$ cat src/rtl/param_voting_machine.sv
// N-candidate voting machine: held-press qualification, one vote per press,
// saturating tallies, registered winner/tie and a results display on the LEDs.
module param_voting_machine #(
  parameter int NUM_CAND = 4,
  parameter int CNT_W    = 8,
  parameter int HOLD_CYC = 10
) (
  input  logic                        clk,
  input  logic                        reset,
  input  logic                        mode,
  input  logic [NUM_CAND-1:0]         btn,
  output logic [CNT_W-1:0]            leds,
  output logic                        vote_ok,
  output logic [$clog2(NUM_CAND)-1:0] vote_idx,
  output logic [$clog2(NUM_CAND)-1:0] winner,
  output logic                        tie,
  output logic                        sat,
  output logic [1:0]                  dbg_state
);

  localparam int IDX_W = $clog2(NUM_CAND);
  localparam int HC_W  = $clog2(HOLD_CYC);
  localparam logic [CNT_W-1:0] TALLY_MAX = {CNT_W{1'b1}};

  typedef enum logic [1:0] {
    IDLE     = 2'd0,
    HOLD     = 2'd1,
    WAIT_REL = 2'd2
  } state_t;

  state_t             state_q, state_d;
  logic [IDX_W-1:0]   idx_q, idx_d;
  logic [HC_W-1:0]    hold_q, hold_d;
  logic               mode_q;
  logic               vote_d, vote_ok_q;
  logic [IDX_W-1:0]   vote_idx_q;
  logic [CNT_W-1:0]   tally_q [NUM_CAND];
  logic               sat_q;
  logic [IDX_W-1:0]   sel_q, sel_d;
  logic               show_q, show_d;
  logic [CNT_W-1:0]   leds_q, leds_d;
  logic [IDX_W-1:0]   winner_q, win_d;
  logic               tie_q, tie_d;

  logic               btn_onehot;
  logic               btn_none;
  logic [IDX_W-1:0]   btn_idx;
  logic               mode_chg;

  assign btn_none   = (btn == '0);
  assign btn_onehot = !btn_none && ((btn & (btn - 1'b1)) == '0);
  assign mode_chg   = (mode != mode_q);

  always_comb begin
    btn_idx = '0;
    for (int i = 0; i < NUM_CAND; i++) begin
      if (btn[i]) btn_idx = IDX_W'(i);
    end
  end

  // Vote qualification FSM; a mode flip in either direction abandons any hold.
  always_comb begin
    state_d = state_q;
    idx_d   = idx_q;
    hold_d  = hold_q;
    vote_d  = 1'b0;
    if (mode_chg) begin
      state_d = WAIT_REL;
      hold_d  = '0;
    end else begin
      case (state_q)
        IDLE: begin
          if (!mode) begin
            if (btn_onehot) begin
              state_d = HOLD;
              idx_d   = btn_idx;
              hold_d  = HC_W'(1);
            end else if (!btn_none) begin
              state_d = WAIT_REL;
            end
          end
        end
        HOLD: begin
          if (btn_none) begin
            state_d = IDLE;
            hold_d  = '0;
          end else if (btn_onehot) begin
            if (btn_idx == idx_q) begin
              if (hold_q == HC_W'(HOLD_CYC - 1)) begin
                vote_d  = 1'b1;
                state_d = WAIT_REL;
                hold_d  = '0;
              end else begin
                hold_d = hold_q + HC_W'(1);
              end
            end else begin
              idx_d  = btn_idx;
              hold_d = HC_W'(1);
            end
          end else begin
            state_d = WAIT_REL;
            hold_d  = '0;
          end
        end
        WAIT_REL: begin
          if (btn_none) state_d = IDLE;
        end
        default: begin
          state_d = IDLE;
          hold_d  = '0;
        end
      endcase
    end
  end

  // Display path: a one-hot press in results mode selects; the value appears next cycle.
  always_comb begin
    sel_d  = sel_q;
    show_d = 1'b0;
    leds_d = leds_q;
    if (mode) begin
      if (btn_onehot) begin
        sel_d  = btn_idx;
        show_d = 1'b1;
      end
      if (show_q) leds_d = tally_q[sel_q];
    end else begin
      leds_d = CNT_W'(vote_d);
    end
  end

  // Lowest index wins among equal maxima; tie needs a second holder of a nonzero max.
  always_comb begin
    logic [CNT_W-1:0] max_v;
    max_v = tally_q[0];
    win_d = '0;
    tie_d = 1'b0;
    for (int i = 1; i < NUM_CAND; i++) begin
      if (tally_q[i] > max_v) begin
        max_v = tally_q[i];
        win_d = IDX_W'(i);
      end
    end
    for (int i = 0; i < NUM_CAND; i++) begin
      if ((tally_q[i] == max_v) && (IDX_W'(i) != win_d) && (max_v != '0)) tie_d = 1'b1;
    end
  end

  always_ff @(posedge clk) begin
    if (reset) begin
      state_q    <= IDLE;
      idx_q      <= '0;
      hold_q     <= '0;
      mode_q     <= 1'b0;
      vote_ok_q  <= 1'b0;
      vote_idx_q <= '0;
      sat_q      <= 1'b0;
      sel_q      <= '0;
      show_q     <= 1'b0;
      leds_q     <= '0;
      winner_q   <= '0;
      tie_q      <= 1'b0;
      for (int i = 0; i < NUM_CAND; i++) tally_q[i] <= '0;
    end else begin
      state_q   <= state_d;
      idx_q     <= idx_d;
      hold_q    <= hold_d;
      mode_q    <= mode;
      vote_ok_q <= vote_d;
      sel_q     <= sel_d;
      show_q    <= show_d;
      leds_q    <= leds_d;
      winner_q  <= win_d;
      tie_q     <= tie_d;
      if (vote_d) begin
        vote_idx_q <= idx_q;
        if (tally_q[idx_q] != TALLY_MAX) tally_q[idx_q] <= tally_q[idx_q] + 1'b1;
        if (tally_q[idx_q] >= TALLY_MAX - 1'b1) sat_q <= 1'b1;
      end
    end
  end

  assign leds      = leds_q;
  assign vote_ok   = vote_ok_q;
  assign vote_idx  = vote_idx_q;
  assign winner    = winner_q;
  assign tie       = tie_q;
  assign sat       = sat_q;
  assign dbg_state = state_q;

endmodule

$ cat config.mk
export PLATFORM = sky130hd
export DESIGN_NAME = param_voting_machine
export DESIGN_NICKNAME = d
export VERILOG_FILES = /design/src/rtl/param_voting_machine.sv
export SDC_FILE = /design/constraint.sdc
export NUM_CORES = 1
export LEC_CHECK = 0
export ABC_AREA = 1
export CORE_ASPECT_RATIO = 2
export CORE_MARGIN = 2
export CORE_UTILIZATION = 44
export DETAILED_ROUTE_END_ITERATION = 8
export PLACE_DENSITY = 0.61
export REMOVE_ABC_BUFFERS = 1
export SYNTH_ARGS = -nofsm -noshare
export SYNTH_HDL_FRONTEND = slang
export SYNTH_SLANG_ARGS = --single-unit
$ cat constraint.sdc
create_clock -name clk -period 5.8 [get_ports clk]
set_input_delay 1.74 -clock clk [delete_from_list [all_inputs] [get_ports clk]]
set_output_delay 1.74 -clock clk [all_outputs]
set_load 0.005 [all_outputs]
==> summary.txt <==
Status
  • Status: complete, no violations

Timing
  • RSZ-0062 raised after global routing: no
  • Final setup vio count: 0
  • Worst clock skew: 0.00815 ns
  • Slew at the pin closest to its max-slew limit: 0.650 ns
  • Final worst path period need: 5.49 ns
  • Max transition margin: 0.565
  • WHS: 0.484 ns
  • Post-route fraction of the period consumed by the critical path: 0.947
  • Summed negative setup slack over all endpoints: 0 ns
  • Hold Violations, Final: 0
  • Max Clk Rate: 182 MHz
  • Slew Limit Fails: 0

Setup path
  • Worst path most repeated cell: sky130_fd_sc_hd__nand2_1
  • Crit path arrival time: 5.71 ns
  • Critical path's largest stage delay: 0.41 ns
  • Startpoint Class: register
  • Worst-path maximum fanout: 18
  • Cell at the slowest stage of the critical path: sky130_fd_sc_hd__edfxtp_1
  • Critical Setup Path Class: register to register
  • Data required time at the worst endpoint: 6.02 ns
  • Category of the worst setup path capture point: register

Place
  • I/O Buffers: 23
  • Last weighted congestion value of the routability-driven placer: 1.00
  • Number of placed cells counting well taps: 853
  • HPWL after detailed placement: 13600 um

Logic synthesis
  • Largest family of logic cells by synthesized area: simple AND/OR/NAND/NOR gates
  • Share of the synthesized area in the top cell type: 0.202
  • Post-synthesis cell area: 0.00476 sq mm
  • Dominant synthesized flop cell: sky130_fd_sc_hd__edfxtp_1
  • Gate count of the mapped netlist: 701
  • Number of synthesized register bits: 63
  • Sequential fraction of the synthesis area: 0.332
  • Compound-gate portion of the synthesized area: 0.139
  • Leading cell type by number of instances after synthesis: sky130_fd_sc_hd__nand2_1
  • Xor/xnor share of the synthesized area: 0.0110
  • Post-synthesis mux area share: 0
  • Post-synth ARST share: 0
  • Simple-gate share of the synthesized area: 0.354
  • Post-synth EDFFs: 32
  • Mapped Avg Cell Area: 6.79 sq um
  • Synth area leader: sky130_fd_sc_hd__edfxtp_1
  • Post-synthesis adder-cell area fraction: 0.0683
  • Synth area leaders: sky130_fd_sc_hd__edfxtp_1 20%, sky130_fd_sc_hd__dfxtp_1 13%, sky130_fd_sc_hd__nand2_1 12%
  • Number of warnings printed during yosys synthesis: 0
  • Synth top cells by count: 154 x sky130_fd_sc_hd__nand2_1, 94 x sky130_fd_sc_hd__inv_1, 86 x sky130_fd_sc_hd__nand3_1, 83 x sky130_fd_sc_hd__nor2_1, 47 x sky130_fd_sc_hd__o21ai_0
  • Number of distinct standard cells referenced by the synthesized netlist: 38

Routing
  • Number of violations reported at the end of detailed-routing iteration 0: 315
  • DRC Markers: 0
  • Routed WL: 16800 um
  • Total number of vias: 4904
  • First-pass DRT Iterations: 5
  • Post-route antenna net violation count: 0
  • Average wire length per cell after detail routing: 19.2 um
  • Mean number of vias per cell: 5.59

Clock network
  • Num CTS Buffers: 9
  • CTS HTree Levels: 3
  • Clock root buffer: sky130_fd_sc_hd__clkbuf_16
  • Largest buffer count on any clock path: 2
  • Clock tree from TritonCTS: built
  • Post-CTS Hold Buffers: 0
  • Number of sinks on the clock net: 63
  • Clock slew seen by the registers of the worst setup and hold paths: 0.05 ns
  • Clock insertion delay at the later pin of the skew report: 0.33 ns

Global routing
  • Met1 GRT Util: 0.267
  • Number of global-route vias before repair: 4869
  • Met2 GRT Util: 0.579
  • Overflow left after global routing: 0
  • Top Usage Layer GRT: met2
  • Pin count of the biggest net entering global routing: 25
  • Number of antenna violations at the first check in global routing: 0
  • GRT Overall Usage: 0.294
  • Met3 track utilization from global routing: 0.0250
  • Global-route wire length before repair: 25600 um

Die
  • Std-Cell Rows: 53
  • Boundary Pins: 24
  • Area of the core region: 0.0105 sq mm
  • Die X: 77.6 um
  • Initial cell density of the core: 0.452
  • Die area: 0.0117 sq mm
  • Die Height: 151 um

Cells and area
  • Inserted Diodes: 0
  • Area growth, synth to finish: 17.0%
  • Final-layout fill cell count: 1064
  • Final Instance Count excl. Fillers: 878
  • Multi-input combinational cell area: 0.00280 sq mm
  • Fin util: 0.528
  • Share of final-layout standard cells stronger than drive strength 1: 0.103
  • Register area: 0.00158 sq mm
  • Number of nets in the layout: 769

Worst hold path
  • Class of the worst hold path: register to register

Flow run
  • Number of maximum-capacitance violations: 0

Pwr
  • Largest voltage drop on the vdd net: 0.000254 V
  • Leakage power: 2.54 nW
  • Total power density per cell area: 265 mW/mm^2
==> repair_timing <==
item,CTS,global route
endpoints found under the setup margin,1,1
gates resized for setup,2,10
pin swaps,0,6
setup buffers,0,7
cloned,0,2
==> stage by stage <==
stage          worst slack, ns  cell area [sq um]  total power, mW
6_report                 0.308               5570             1.47
5_1_grt                0.00206               5570             1.54
4_1_cts                 0.0989               5460             1.45
3_5_place_dp            -0.116               5160            0.955
3_3_place_gp            -0.119               5160            0.957
2_1_floorplan            0.598               4680            0.800
==> worst max-delay path: cells and delay by family (launching register included) <==
kind                     cells  cell delay [ns]
buffers and inverters        5             0.64
AND/OR/NAND/NOR             21             2.76
flip-flops                   1             0.41
adder cells (fa/ha/maj)      3             0.91
AO/OA/AOI/OAI                5             0.64
==> power by group <==
part           internal, mW  switching, mW
Combinational         0.148          0.316
Clock                 0.323          0.178
Sequential            0.485         0.0237
Total                 0.956          0.518
==> state kept, by name, indices dropped and copies added (netlist names), 2 cells and up, named ones only <==
signal and count:
dbg_state 2, hold_q 4, idx_q 2, leds 8, sel_q 2, tally_q 32
vote_idx 2, winner 2
==> worst paths after layout <==
check | start | endpoint | slack (ns) | cells after the start
setup / recovery | tally_q[0][7] | tie | 0.31 | 34
hold / removal | leds[5] | leds[5] | 0.48 | 2
setup reg to reg | tally_q[0][7] | tie | 0.31 | 34
hold reg to reg | leds[5] | leds[5] | 0.48 | 2
==> final cells by class <==
cell class / count / area share
clock inverters: 1 / 0.000674
inverters: 98 / 0.0660
well taps: 137 / 0.0308
repair buffers: 40 / 0.0665
flip-flops and latches: 63 / 0.284
clock buffers: 15 / 0.0499
multi-input cells: 524 / 0.502
==> metal layers <==
layer,share of wire,wire (um),up-vias
met5,0,0,-
met4,0.086,1450,0
met3,0.034,567,76
met2,0.55,9300,186
met1,0.33,5500,2236
li1,-,-,2406
==> placed cells by master (no fill, tap or decap), types with 2 or more instances in the layout <==
cell type	netlist	layout
sky130_fd_sc_hd__edfxtp_1	32	32
sky130_fd_sc_hd__clkinv_1	2	3
sky130_fd_sc_hd__buf_4	0	16
sky130_fd_sc_hd__o21ai_1	2	3
sky130_fd_sc_hd__clkbuf_16	0	9
sky130_fd_sc_hd__inv_2	2	2
sky130_fd_sc_hd__nor2_4	2	3
sky130_fd_sc_hd__nand2_2	17	20
sky130_fd_sc_hd__nor2_2	2	4
sky130_fd_sc_hd__dfxtp_1	31	31
sky130_fd_sc_hd__nor3_2	2	2
sky130_fd_sc_hd__nand3_1	86	85
sky130_fd_sc_hd__nand2_4	6	4
sky130_fd_sc_hd__inv_1	94	94
sky130_fd_sc_hd__nand4_1	6	6
sky130_fd_sc_hd__nor2_1	83	80
sky130_fd_sc_hd__clkbuf_1	14	3
sky130_fd_sc_hd__a21oi_1	46	46
sky130_fd_sc_hd__nand3_2	3	4
sky130_fd_sc_hd__nand2_8	0	2
sky130_fd_sc_hd__o21ai_0	47	46
sky130_fd_sc_hd__clkdlybuf4s50_1	0	23
sky130_fd_sc_hd__a221oi_1	2	2
sky130_fd_sc_hd__nand2_1	154	152
sky130_fd_sc_hd__a32oi_1	3	3
sky130_fd_sc_hd__ha_1	26	26
sky130_fd_sc_hd__o211ai_1	10	10
sky130_fd_sc_hd__nor3_1	5	5
sky130_fd_sc_hd__nand4_2	2	2
sky130_fd_sc_hd__or2_2	2	2
sky130_fd_sc_hd__clkbuf_8	0	3
sky130_fd_sc_hd__xor2_1	5	5
sky130_fd_sc_hd__a22oi_1	2	2
==> kinds of logic (layout without fill, tap and decap cells) <==
group,Yosys count,after routing
AO/OA/AOI/OAI,119,119
AND/OR/NAND/NOR,371,373
buffers and inverters,116,154
XOR/XNOR,6,6
adder cells (fa/ha/maj),26,26
flip-flops,63,63
Note: power is estimated with default switching activity, not from simulation.
